===== src/rtl/wb_pkg.sv =====
// Shared definitions for the Wishbone configuration master: bus widths,
// FSM encoding and the PWM/timer slave register map.
package wb_pkg;

  localparam int unsigned WB_ADR_W = 16;
  localparam int unsigned WB_DAT_W = 16;

  typedef enum logic [1:0] {
    ST_IDLE = 2'd0,
    ST_BUS  = 2'd1,
    ST_RESP = 2'd2
  } wb_state_e;

  // PWM/timer slave register offsets
  localparam logic [WB_ADR_W-1:0] REG_CTRL    = 16'h0000;
  localparam logic [WB_ADR_W-1:0] REG_DIVISOR = 16'h0002;
  localparam logic [WB_ADR_W-1:0] REG_PERIOD  = 16'h0004;
  localparam logic [WB_ADR_W-1:0] REG_DUTY    = 16'h0006;

  // Last timeout-counter value before the cycle is abandoned.
  function automatic logic [15:0] tmo_last(input int unsigned timeout);
    return 16'(timeout - 1);
  endfunction

endpackage


===== src/rtl/wb_cmd_fifo.sv =====
// Synchronous command FIFO. Pointers carry one extra wrap bit so that
// full (MSBs differ, rest equal) and empty (pointers equal) are distinct.
module wb_cmd_fifo #(
  parameter int unsigned WIDTH = 33,
  parameter int unsigned DEPTH = 4
) (
  input  logic                     clk_i,
  input  logic                     rst_ni,
  input  logic                     push_i,
  input  logic [WIDTH-1:0]         wdata_i,
  input  logic                     pop_i,
  output logic [WIDTH-1:0]         rdata_o,
  output logic                     full_o,
  output logic                     empty_o,
  output logic [$clog2(DEPTH):0]   count_o
);

  localparam int unsigned AW = $clog2(DEPTH);
  localparam int unsigned PW = AW + 1;

  logic [WIDTH-1:0] mem_q [DEPTH];
  logic [PW-1:0]    wr_ptr_q, wr_ptr_d;
  logic [PW-1:0]    rd_ptr_q, rd_ptr_d;
  logic             do_push, do_pop;

  assign full_o  = (wr_ptr_q[AW] != rd_ptr_q[AW]) &&
                   (wr_ptr_q[AW-1:0] == rd_ptr_q[AW-1:0]);
  assign empty_o = (wr_ptr_q == rd_ptr_q);
  assign count_o = wr_ptr_q - rd_ptr_q;
  assign rdata_o = mem_q[rd_ptr_q[AW-1:0]];

  assign do_push = push_i && !full_o;
  assign do_pop  = pop_i && !empty_o;

  always_comb begin
    wr_ptr_d = wr_ptr_q;
    rd_ptr_d = rd_ptr_q;
    if (do_push) wr_ptr_d = wr_ptr_q + PW'(1);
    if (do_pop)  rd_ptr_d = rd_ptr_q + PW'(1);
  end

  always_ff @(posedge clk_i) begin
    if (!rst_ni) begin
      wr_ptr_q <= '0;
      rd_ptr_q <= '0;
    end else begin
      wr_ptr_q <= wr_ptr_d;
      rd_ptr_q <= rd_ptr_d;
    end
  end

  always_ff @(posedge clk_i) begin
    if (do_push) mem_q[wr_ptr_q[AW-1:0]] <= wdata_i;
  end

endmodule


===== src/rtl/wb_cfg_master.sv =====
// Wishbone classic single-transfer master: buffers register commands, runs
// one bus cycle at a time with an ack timeout, returns one response each.
module wb_cfg_master
  import wb_pkg::*;
#(
  parameter int unsigned ADR_W      = WB_ADR_W,
  parameter int unsigned DAT_W      = WB_DAT_W,
  parameter int unsigned FIFO_DEPTH = 4,
  parameter int unsigned TIMEOUT    = 255
) (
  input  logic             i_clk,
  input  logic             i_rst_n,
  input  logic             i_cmd_valid,
  output logic             o_cmd_ready,
  input  logic             i_cmd_we,
  input  logic [ADR_W-1:0] i_cmd_adr,
  input  logic [DAT_W-1:0] i_cmd_data,
  output logic             o_rsp_valid,
  input  logic             i_rsp_ready,
  output logic [DAT_W-1:0] o_rsp_data,
  output logic             o_rsp_err,
  output logic             o_wb_cyc,
  output logic             o_wb_stb,
  output logic             o_wb_we,
  output logic [ADR_W-1:0] o_wb_adr,
  output logic [DAT_W-1:0] o_wb_data,
  input  logic             i_wb_ack,
  input  logic [DAT_W-1:0] i_wb_data,
  output logic             o_busy
);

  localparam int unsigned FW = 1 + ADR_W + DAT_W;
  localparam int unsigned CW = $clog2(FIFO_DEPTH) + 1;
  localparam logic [15:0] TMO_LAST = tmo_last(TIMEOUT);

  logic [FW-1:0]    fifo_rdata;
  logic             fifo_full, fifo_empty;
  logic [CW-1:0]    fifo_count, next_count;
  logic             push, pop, fsm_active_d;
  logic             head_we;
  logic [ADR_W-1:0] head_adr;
  logic [DAT_W-1:0] head_dat;

  wb_state_e        state_q;
  logic             pend_q;
  logic [15:0]      tmo_q;
  logic             cyc_q, stb_q, we_q;
  logic [ADR_W-1:0] adr_q;
  logic [DAT_W-1:0] dat_q;
  logic             rsp_valid_q, rsp_err_q;
  logic [DAT_W-1:0] rsp_data_q;
  logic             busy_q;

  wb_cmd_fifo #(
    .WIDTH (FW),
    .DEPTH (FIFO_DEPTH)
  ) u_fifo (
    .clk_i   (i_clk),
    .rst_ni  (i_rst_n),
    .push_i  (push),
    .wdata_i ({i_cmd_we, i_cmd_adr, i_cmd_data}),
    .pop_i   (pop),
    .rdata_o (fifo_rdata),
    .full_o  (fifo_full),
    .empty_o (fifo_empty),
    .count_o (fifo_count)
  );

  assign {head_we, head_adr, head_dat} = fifo_rdata;

  assign o_cmd_ready = !fifo_full;
  assign push        = i_cmd_valid && !fifo_full;
  // pend_q is a one-clock registered view of FIFO occupancy, so a freshly
  // pushed command is launched two edges after acceptance.
  assign pop         = (state_q == ST_IDLE) && pend_q && !fifo_empty;
  assign next_count  = fifo_count + CW'(push) - CW'(pop);

  assign fsm_active_d = (state_q == ST_BUS) ||
                        (state_q == ST_IDLE && pop) ||
                        (state_q == ST_RESP && !i_rsp_ready);

  always_ff @(posedge i_clk) begin
    if (!i_rst_n) begin
      state_q     <= ST_IDLE;
      pend_q      <= 1'b0;
      tmo_q       <= '0;
      cyc_q       <= 1'b0;
      stb_q       <= 1'b0;
      we_q        <= 1'b0;
      adr_q       <= '0;
      dat_q       <= '0;
      rsp_valid_q <= 1'b0;
      rsp_err_q   <= 1'b0;
      rsp_data_q  <= '0;
      busy_q      <= 1'b0;
    end else begin
      pend_q <= !fifo_empty;
      busy_q <= (next_count != '0) || fsm_active_d;
      case (state_q)
        ST_IDLE: begin
          if (pop) begin
            we_q    <= head_we;
            adr_q   <= head_adr;
            dat_q   <= head_dat;
            cyc_q   <= 1'b1;
            stb_q   <= 1'b1;
            tmo_q   <= '0;
            state_q <= ST_BUS;
          end
        end
        ST_BUS: begin
          if (i_wb_ack) begin
            rsp_data_q  <= we_q ? '0 : i_wb_data;
            rsp_err_q   <= 1'b0;
            rsp_valid_q <= 1'b1;
            cyc_q       <= 1'b0;
            stb_q       <= 1'b0;
            state_q     <= ST_RESP;
          end else if (tmo_q == TMO_LAST) begin
            rsp_data_q  <= '0;
            rsp_err_q   <= 1'b1;
            rsp_valid_q <= 1'b1;
            cyc_q       <= 1'b0;
            stb_q       <= 1'b0;
            state_q     <= ST_RESP;
          end else begin
            tmo_q <= tmo_q + 16'd1;
          end
        end
        ST_RESP: begin
          if (i_rsp_ready) begin
            rsp_valid_q <= 1'b0;
            state_q     <= ST_IDLE;
          end
        end
        default: state_q <= ST_IDLE;
      endcase
    end
  end

  assign o_wb_cyc    = cyc_q;
  assign o_wb_stb    = stb_q;
  assign o_wb_we     = we_q;
  assign o_wb_adr    = adr_q;
  assign o_wb_data   = dat_q;
  assign o_rsp_valid = rsp_valid_q;
  assign o_rsp_data  = rsp_data_q;
  assign o_rsp_err   = rsp_err_q;
  assign o_busy      = busy_q;

endmodule


===== config.mk =====
export PLATFORM = sky130hd
export DESIGN_NAME = wb_cfg_master
export DESIGN_NICKNAME = d
export VERILOG_FILES = /design/src/rtl/wb_pkg.sv /design/src/rtl/wb_cmd_fifo.sv /design/src/rtl/wb_cfg_master.sv
export SDC_FILE = /design/constraint.sdc
export NUM_CORES = 1
export LEC_CHECK = 0
export CORE_UTILIZATION = 45
export DETAILED_ROUTE_END_ITERATION = 7
export PLACE_DENSITY = 0.67
export SLEW_MARGIN = 20
export SYNTH_ARGS = -nofsm -noshare
export SYNTH_HDL_FRONTEND = slang
export SYNTH_SLANG_ARGS = --single-unit

===== constraint.sdc =====
create_clock -name i_clk -period 5.8 [get_ports i_clk]
set_input_delay 0.58 -clock i_clk [delete_from_list [all_inputs] [get_ports i_clk]]
set_output_delay 0.58 -clock i_clk [all_outputs]
set_load 0.01 [all_outputs]

# ---- Yosys cells after proc, flatten, opt, wreduce, memory -nomap -nowiden
# Memories as Yosys holds them, arrays and structs flattened. A register that Yosys moved wholly into a read port is not among the register bits.
# Cells that the tools add are included.
# Widths: inputs -> output; s select.
dict set report classes {
  add_sub_neg 6
  n_eq_ne 11
  muxes 23
  n_reduce_logical 26
}
# cell count
set op_table {}
lappend op_table {{$mux 16} 6}
lappend op_table {{$pmux 16 s2} 1}
lappend op_table {{$add 16x1->16 const B} 1}
lappend op_table {{$eq 16x8->1 const B} 1}
lappend op_table {{$mux 1} 9}
lappend op_table {{$reduce_and 3->1} 3}
lappend op_table {{$logic_and 1x1->1} 8}
lappend op_table {{$mux 2} 4}
lappend op_table {{$ne 2x2->1 const B} 4}
lappend op_table {{$add 3x1->3 const B} 2}
lappend op_table {{$pmux 2 s3} 1}
lappend op_table {{$reduce_bool 2->1} 3}
lappend op_table {{$logic_not 1->1} 4}
lappend op_table {{$pmux 1 s2} 2}
lappend op_table {{$reduce_and 2->1} 2}
lappend op_table {{$reduce_and 4->1} 1}
lappend op_table {{$add 3x1->3} 1}
lappend op_table {{$eq 3x3->1} 1}
lappend op_table {{$logic_or 1x1->1} 3}
lappend op_table {{$ne 3x2->1 const B} 1}
lappend op_table {{$reduce_bool 3->1} 1}
lappend op_table {{$sub 3x1->3} 1}
lappend op_table {{$sub 3x3->3} 1}
lappend op_table {{$eq 2x1->1 const B} 1}
lappend op_table {{other kinds (4)} 4}
dict set report totals {
  regBits 45
  ramBits 132
  in_bits 54
  out_inout_bits 55
  memories 1
}
# name words width read_ports rd_clocked_by_memory_dff write_ports line_no
set memory_table {}
lappend memory_table {u_fifo.mem_q 4 33 1 1 1 wb_cmd_fifo.sv:21} ;# logic [WIDTH-1:0] mem_q [DEPTH];

# ---- Longest topological paths before layout
# Gate-level depths: netlist of run 1.
dict set report logic_depth {
  depth_word 8
  mapped_depth 15
}

# ---- Modules after synthesis
# From an unflattened synthesis of run 1, not the netlist that was laid out.
dict set report unflattened {
  cells_unflattened 619
  hier_area_um2 8459.4
}
# mod n_inst cells_each area_each_um2 seq_area_each_um2
set by_module_without_submodules {}
lappend by_module_without_submodules {wb_cmd_fifo 1 241 5362.6 4124.0}
lappend by_module_without_submodules {wb_cfg_master 1 378 3096.7 1441.4}

# ---- Least setup slack after synthesis of run 1
# No wires, ideal clock.
dict set report synth_path {
  path_kind {register to register}
  from {register u_fifo.rd_ptr_q[1]}
  to {register busy_q, in the netlist o_busy}
  setup_ns 0.138
  t_arrival_ns 2.819
  path_slack_ns 2.843
  stages_incl_launch_ff 15
  n_path_buf 3
  cell_sequence {dfxtp_1 -> buf_4 -> xnor2_1 -> a31oi_1 -> buf_2 -> inv_2 -> buf_2 -> fa_1 -> inv_1 -> fa_1 -> inv_1 -> ha_1 -> xnor2_1 -> xnor2_1 -> a41oi_1}
}
dict set report synth_between {
  elab_chain_cells 8
  word_cells_on_any_way 15
}
# item line_no
set synth_rtl {}
lappend synth_rtl {{start, declared} wb_cmd_fifo.sv:23} ;# logic [PW-1:0] rd_ptr_q, rd_ptr_d;
lappend synth_rtl {{start signal, assigned} wb_cmd_fifo.sv:48} ;# rd_ptr_q <= rd_ptr_d;
lappend synth_rtl {{branches (longest 7 deep; another with $sub 3x3->3)} n/a}
lappend synth_rtl {{$logic_or 1x1->1 *} wb_cfg_master.sv:98} ;# busy_q <= (next_count != '0) || fsm_active_d;
lappend synth_rtl {{end signal, assigned} wb_cfg_master.sv:98}
lappend synth_rtl {{end, declared} wb_cfg_master.sv:52} ;# logic busy_q;
# Mark *: on every way between the ends.
# A chain may end at the register's enable or synchronous reset.

# ---- Final worst setup path of run 1
dict set report layout_path {
  from {register u_fifo.wr_ptr_q[0]}
  to {register busy_q, in the netlist o_busy}
}
dict set report layout_between {
  elab_chain_cells 8
  word_cells_on_any_way 15
}
# item line_no
set layout_rtl {}
lappend layout_rtl {{start, declared} wb_cmd_fifo.sv:22} ;# logic [PW-1:0] wr_ptr_q, wr_ptr_d;
lappend layout_rtl {{start signal, assigned} wb_cmd_fifo.sv:47} ;# wr_ptr_q <= wr_ptr_d;
lappend layout_rtl {{branches (longest 7 deep; another with $sub 3x3->3)} n/a}
lappend layout_rtl {{$logic_or 1x1->1 *} wb_cfg_master.sv:98}
# Marked as above.

==> out/qor.txt, run 1 <==
Core Rows: 48
Register-to-Register Path Depth: 11
antenna viol nets, final: 0
Pre-Repair DR Iteration Count: 6
DR WL/cell: 18.4 um
final net count: 759
H-tree depth: 1
WP data arrival: 3.66 ns
Skew-Pair Late Insertion Delay: 0.52 ns
initial antenna violation count: 0
Ports: 109
Switch Pwr: 879 uW
Least-Margin Pin Slew: 1.04 ns
Tot GR Track Use: 0.189
sequential-to-total area share from yosys stat: 0.674
reg2reg start: u_fifo.wr_ptr_q[0]
YS warnings: 0
Die Y: 137 um
CP endpoint kind: flip-flop
initial core utilization: 0.467
vias per inst: 5.52
post-synthesis xor/xnor area fraction: 0.0127
Die Footprint: 18,800 um2
mux share of post-synthesis cell area: 0.0924
Gate power share: 0.138
RSZ-0062 raised after global routing: no
Seq pwr share: 0.469
Most used DFF post-synth: edfxtp_1
first-pass GRT wire length: 27,000 um
Detailed Route WL: 17,100 um
final worst path period share: 0.573
Max-slew headroom: 0.307
Post-Synth Simple-Gate Area: 0.0963
Longest Clk Path Bufs: 3
synthesized flop and latch total: 210
layout cells sized above 1: 0.116
Synthesized Nets: 657
Hold Crit Start: o_wb_data[0]
Hold Path End: o_wb_data[0]
R2R Setup Slk: 2.47 ns
count of final setup violators: 0
leakage: 3.32 nW
top cells by area, synth: edfxtp_1, dfxtp_1, mux4_2
largest family of logic cells by synthesized area: simple AND/OR/NAND/NOR gates
top cell type's share of synthesized area: 0.484
hold path depth: 2
syn avg cell area: 13.9 um2
fraction of registers with async set/reset: 0
Synth Area in Compound Gates: 0.0751
Fin Setup TNS: 0 ns
Setup CP Type: flip-flop to flip-flop
Power Dens Cells: 360 nW/um2
Syn-to-layout area delta: 24.8%
drt initial violations: 312
Post-Synthesis Cells: 588
post-synthesis adder-cell area fraction: 0.0247
maximum VDD drop: 0.263 mV
total power: 3.68 mW
CTS Hold Bufs: 0
vias in the first global route: 5,157
DP HPWL: 10,100 um
postcts setup bufs: 0
peak fanout along the critical path: 37
largest net degree at the start of global routing: 67
Via Count: 5,142
Worst-path clk slew: 0.06 ns
core area: 17,500 um2
RD Place Congestion: 0.845
Slew Viols, Final: 0
CTS Buf Count: 22
Tmin final: 3.33 ns
Startpoint Class: flip-flop
CTS Root Cell: clkbuf_16
Remaining DRCs: 0
CTS tree: built
Antenna diodes: 0
Synth area leader: edfxtp_1
Die X-Extent: 137 um
Distinct cells, synth: 51
final hold viol count: 0
clk_skew: 0.0220 ns
status: finished, final reports clean
critical path data required time: 6.14 ns
Sw Ratio: 0.239
reg-to-reg critical path endpoint: o_busy
GRT overflow: 0
highest clock rate: 301 MHz
number of port buffers: 108
max-cap violations: 0
type of the worst min-delay path: flip-flop to flip-flop
post_cts resized: 0
clk sinks: 210
number of synthesized flops with an enable pin: 132
Clock power frac: 0.393
cell-internal power: 2.80 mW
Cell Area, Synth: 8200 um2
flip-flops by register name, summed over array words and instances (netlist names):
name	count
o_busy	1
state_q	2
o_rsp_valid	1
u_fifo.wr_ptr_q	3
o_wb_we	1
o_rsp_data	16
pend_q	1
tmo_q	16
o_wb_stb	1
o_wb_adr	16
o_rsp_err	1
u_fifo.rd_ptr_q	3
u_fifo.mem_q	132
o_wb_data	16
final cells by class:
| type | instances | area, um2 |
|---|---|---|
| fill | 1361 | 7310 |
| sequential | 210 | 5530 |
| multi-input combinational | 331 | 2490 |
| timing repair buffer | 112 | 1110 |
| clock buffer | 36 | 673 |
| tap | 225 | 282 |
| clock inverter | 4 | 93.8 |
| inverter | 13 | 48.8 |
per-layer routing:
metal	part of all wire	vias to the layer above	routed length (um)	global-route usage
li1	-	2419	-	-
met1	0.43	2513	7350	0.246
met2	0.49	178	8330	0.317
met3	0.060	32	1030	0.0367
met4	0.022	0	374	0.0598
met5	0	-	0	0
metrics by stage:
| stage | hold WS, ns | cell area [um2] | worst slack, ns | utilization | cells |
|---|---|---|---|---|---|
| after floorplan | 0.448 | 8200 | 2.84 | - | 588 |
| after global placement | 0.453 | 9460 | 2.60 | 0.539 | 891 |
| after detailed placement | 0.449 | 9460 | 2.52 | 0.539 | 891 |
| after CTS | 0.459 | 10200 | 2.48 | 0.583 | 931 |
| after global routing | 0.466 | 10200 | 2.21 | 0.583 | 931 |
| final | 0.456 | 10200 | 2.47 | 0.583 | 931 |
Yosys cell counts, types with 2 or more instances:
cell type and number:
or4_1 3, o31ai_1 3, xor2_1 3, o211ai_1 2
o41ai_1 4, or3_1 4, clkbuf_1 19, o21ai_0 7
and4_1 2, nand2_1 87, ha_1 13, o21ai_1 2
a22oi_1 18, mux4_2 32, nand4_1 9, fa_1 2
buf_1 3, edfxtp_1 132, nor2_1 34, nor4_1 4
nor3_1 4, and3_1 3, dfxtp_1 78, a31oi_1 5
inv_1 12, o2111ai_1 3, buf_2 9, a21oi_1 44
and2_1 5, nand2b_1 2, buf_4 2, nand3_1 12
xnor2_1 7, nor2b_1 2
power groups by stage:
| stage | logic [mW] | registers [mW] | clock network, mW |
|---|---|---|---|
| floorplan | 0.295 | 1.76 | 0 |
| global placement | 0.497 | 1.75 | 0 |
| detailed placement | 0.508 | 1.76 | 0 |
| CTS | 0.512 | 1.73 | 1.47 |
| global route | 0.559 | 1.73 | 1.54 |
| finish | 0.509 | 1.73 | 1.44 |
critical path: stages, from the launching register on:
cell     delay (ns)
dfxtp_1        0.40
xnor2_1        0.49
a31oi_4        0.15
inv_2          0.58
fa_1           0.30
inv_1          0.05
fa_1           0.47
inv_1          0.05
ha_1           0.20
xnor2_1        0.18
xnor2_1        0.14
a41oi_1        0.13
logic make-up (layout without fill, tap and decap cells):
family	count (synthesis)	in the layout
and+or+nand+nor	175	175
AOI/OAI and AO/OA	96	96
DFF	210	210
muxes	34	34
xor gates and xnor gates	11	11
adders and majority gates	15	15
buffers and inverters	47	165
worst max path at each step:
stage,startpoint,to,slack (ns),depth (start not counted)
floorplan,u_fifo.rd_ptr_q[1],o_busy,2.84,14
global placement,u_fifo.wr_ptr_q[0],o_busy,2.60,11
detailed placement,u_fifo.wr_ptr_q[0],o_busy,2.52,11
CTS,u_fifo.wr_ptr_q[0],o_busy,2.48,11
global route,u_fifo.wr_ptr_q[0],o_busy,2.21,11
finish,u_fifo.wr_ptr_q[0],o_busy,2.47,11
cells in the final DEF, fill, tap and decap left out, types with 7 or more instances in the layout:
cell	n
ha_1	13
clkbuf_16	22
nor2_1	34
mux4_2	32
a22oi_1	18
nand2_1	87
inv_1	11
nand3_1	12
dfxtp_1	76
clkbuf_1	7
edfxtp_1	132
o21ai_0	7
a21oi_1	44
xnor2_1	7
clkbuf_8	7
clkdlybuf4s50_1	108
nand4_1	9
No activity file was read; power rests on OpenSTA's default activity.
==> run 2, diff against run 1 <==
clock period = 3.25 ns   (was 5.8 ns; I/O delays follow)
==> out/qor.txt, run 2 (synthesized netlist as in run 1, its figures left out) <==
status: finished, final reports clean
Pre-Repair DR Iteration Count: 5 (-1)
Least-Margin Pin Slew: 1.05 ns (+0.0124 ns)
peak fanout along the critical path: 7 (-81%)
Ports: 109 (unchanged)
DP HPWL: 10,400 um (+2.8%)
vias in the first global route: 5,369 (+4.1%)
final worst path period share: 0.839 (+0.265)
GRT busiest layer: met2
Tmin final: 2.73 ns (-0.600 ns)
RSZ-0062 raised after global routing: no
CTS Hold Bufs: 0 (unchanged)
CTS Buf Count: 22 (unchanged)
Die X-Extent: 137 um (unchanged)
commonest non-fill, non-tap cell in the layout: edfxtp_1
Setup CP Type: flip-flop to flip-flop
met2 track demand over resource: 0.329 (+0.0118)
H-tree depth: 1 (unchanged)
number of port buffers: 108 (unchanged)
maximum VDD drop: 0.334 mV (+27%)
GRT overflow: 0 (unchanged)
postcts setup bufs: 0 (unchanged)
Tot GR Track Use: 0.192 (+0.00320)
clk sinks: 210 (unchanged)
fill cell count: 1,383 (+1.6%)
max FFs per register: 132 (unchanged)
reg-to-reg critical path endpoint: o_busy
WP data arrival: 3.05 ns (-0.61 ns)
CTS Root Cell: clkbuf_16
Longest Clk Path Bufs: 3 (unchanged)
Register-to-Register Path Depth: 11 (unchanged)
type of the worst min-delay path: flip-flop to flip-flop
Detailed Route WL: 17,400 um (+1.5%)
post_cts resized: 0 (unchanged)
initial core utilization: 0.467 (unchanged)
Fin Setup TNS: 0 ns (unchanged)
layout cells sized above 1: 0.120 (+0.00430)
Core Rows: 48 (unchanged)
final net count: 767 (+1.1%)
drt initial violations: 349 (+12%)
Max-slew headroom: 0.299 (-0.00827)
critical path data required time: 3.58 ns (-2.56 ns)
Hold Path End: o_rsp_valid
first-pass GRT wire length: 27,600 um (+2.3%)
Power Dens Cells: 623 nW/um2 (+73%)
Slew Viols, Final: 0 (unchanged)
Hold Crit Start: o_rsp_valid
R2R Setup Slk: 0.52 ns (-1.95 ns)
grt met3 use: 0.0341 (-0.00259)
Syn-to-layout area delta: 24.5%
minimum hold slack: 0.448 ns (-0.00822 ns)
Post-Place Cells: 899 (+0.90%)
hold path depth: 2 (unchanged)
core area: 17,500 um2 (unchanged)
Die Y: 137 um (unchanged)
Skew-Pair Late Insertion Delay: 0.49 ns (-0.03 ns)
most frequent cells in the layout: edfxtp_1, clkdlybuf4s50_1, nand2_1
CTS tree: built
Worst-path clk slew: 0.06 ns (about the same)
highest clock rate: 367 MHz (+22%)
clk_skew: 0.00901 ns (-0.0130 ns)
DR WL/cell: 18.5 um (+0.56%)
Startpoint Class: flip-flop
initial antenna violation count: 1 (+1)
max-cap violations: 0 (unchanged)
count of final setup violators: 0 (unchanged)
GR Util met1: 0.247 (+0.000940)
final hold viol count: 0 (unchanged)
reg2reg start: u_fifo.wr_ptr_q[0]
post-route insts no fill: 940 (+0.97%)
antenna viol nets, final: 0 (unchanged)
Remaining DRCs: 0 (unchanged)
RD Place Congestion: 0.822 (-2.8%)
largest net degree at the start of global routing: 66 (-1.5%)
Die Footprint: 18,800 um2 (unchanged)
leakage: 3.32 nW (-0.14%)
vias per inst: 5.51 (-0.26%)
Via Count: 5,178 (+0.70%)
CP endpoint kind: flip-flop
-- run 2: cell count changes in the layout (fill, tap and decap cells not counted), sizes merged --
cell / change
clkinv: +5
diode: +1
clkinvlp: +1
buf: +8
clkbuf: -5
bufinv: -1
-- run 2: worst max path at each step --
stage                       start      to  slack [ns]  cells past startpoint
2_1_floorplan  u_fifo.rd_ptr_q[1]  o_busy        0.29                     14
3_3_place_gp          i_cmd_valid  o_busy        0.58                     10
3_5_place_dp          i_cmd_valid  o_busy        0.51                     10
4_1_cts        u_fifo.wr_ptr_q[2]  o_busy        0.50                     10
5_1_grt        u_fifo.wr_ptr_q[0]  o_busy        0.25                     10
6_report       u_fifo.wr_ptr_q[0]  o_busy        0.52                     11
-- run 2: where the power goes --
part | total, mW | internal (mW) | switching, mW
Combinational | 0.929 | 0.427 | 0.501
Sequential | 3.07 | 3.00 | 0.0670
Clock | 2.36 | 1.38 | 0.976
Total | 6.36 | 4.81 | 1.54
-- run 2: per-stage QoR --
step           setup slack [ns]   util  power, mW  area, um2
4_1_cts                   0.505  0.581       6.43      10200
2_1_floorplan             0.293      -       3.67       8200
3_3_place_gp              0.576  0.543       4.04       9520
6_report                  0.524  0.582       6.36      10200
5_1_grt                   0.251  0.582       6.63      10200
3_5_place_dp              0.512  0.543       4.06       9520
-- run 2: area by class of cell --
cell class                      count  area (um2)  area share
Antenna cell                        1        2.50    0.000245
Clock buffer                       31         606      0.0594
Clock inverter                      9        71.3     0.00699
Inverter                           13        48.8     0.00478
Multi-Input combinational cell    331        2490       0.244
Sequential cell                   210        5530       0.542
Tap cell                          225         282      0.0276
Timing Repair Buffer              120        1170       0.115
-- run 2: per-layer routing --
metal  vias up  wire length [um]
met5         -                 0
met3        14               932
li1       2433                 -
met1      2591              7590
met2       140              8580
met4         0               239
-- run 2: critical path: stages (launching register included) --
cell and delay, ns:
dfxtp_1 0.51, xnor2_1 0.24, a31oi_4 0.25, inv_2 0.07
fa_1 0.41, inv_1 0.08, fa_1 0.40, inv_1 0.07
ha_1 0.15, xnor2_1 0.14, xnor2_1 0.14, a41oi_1 0.12
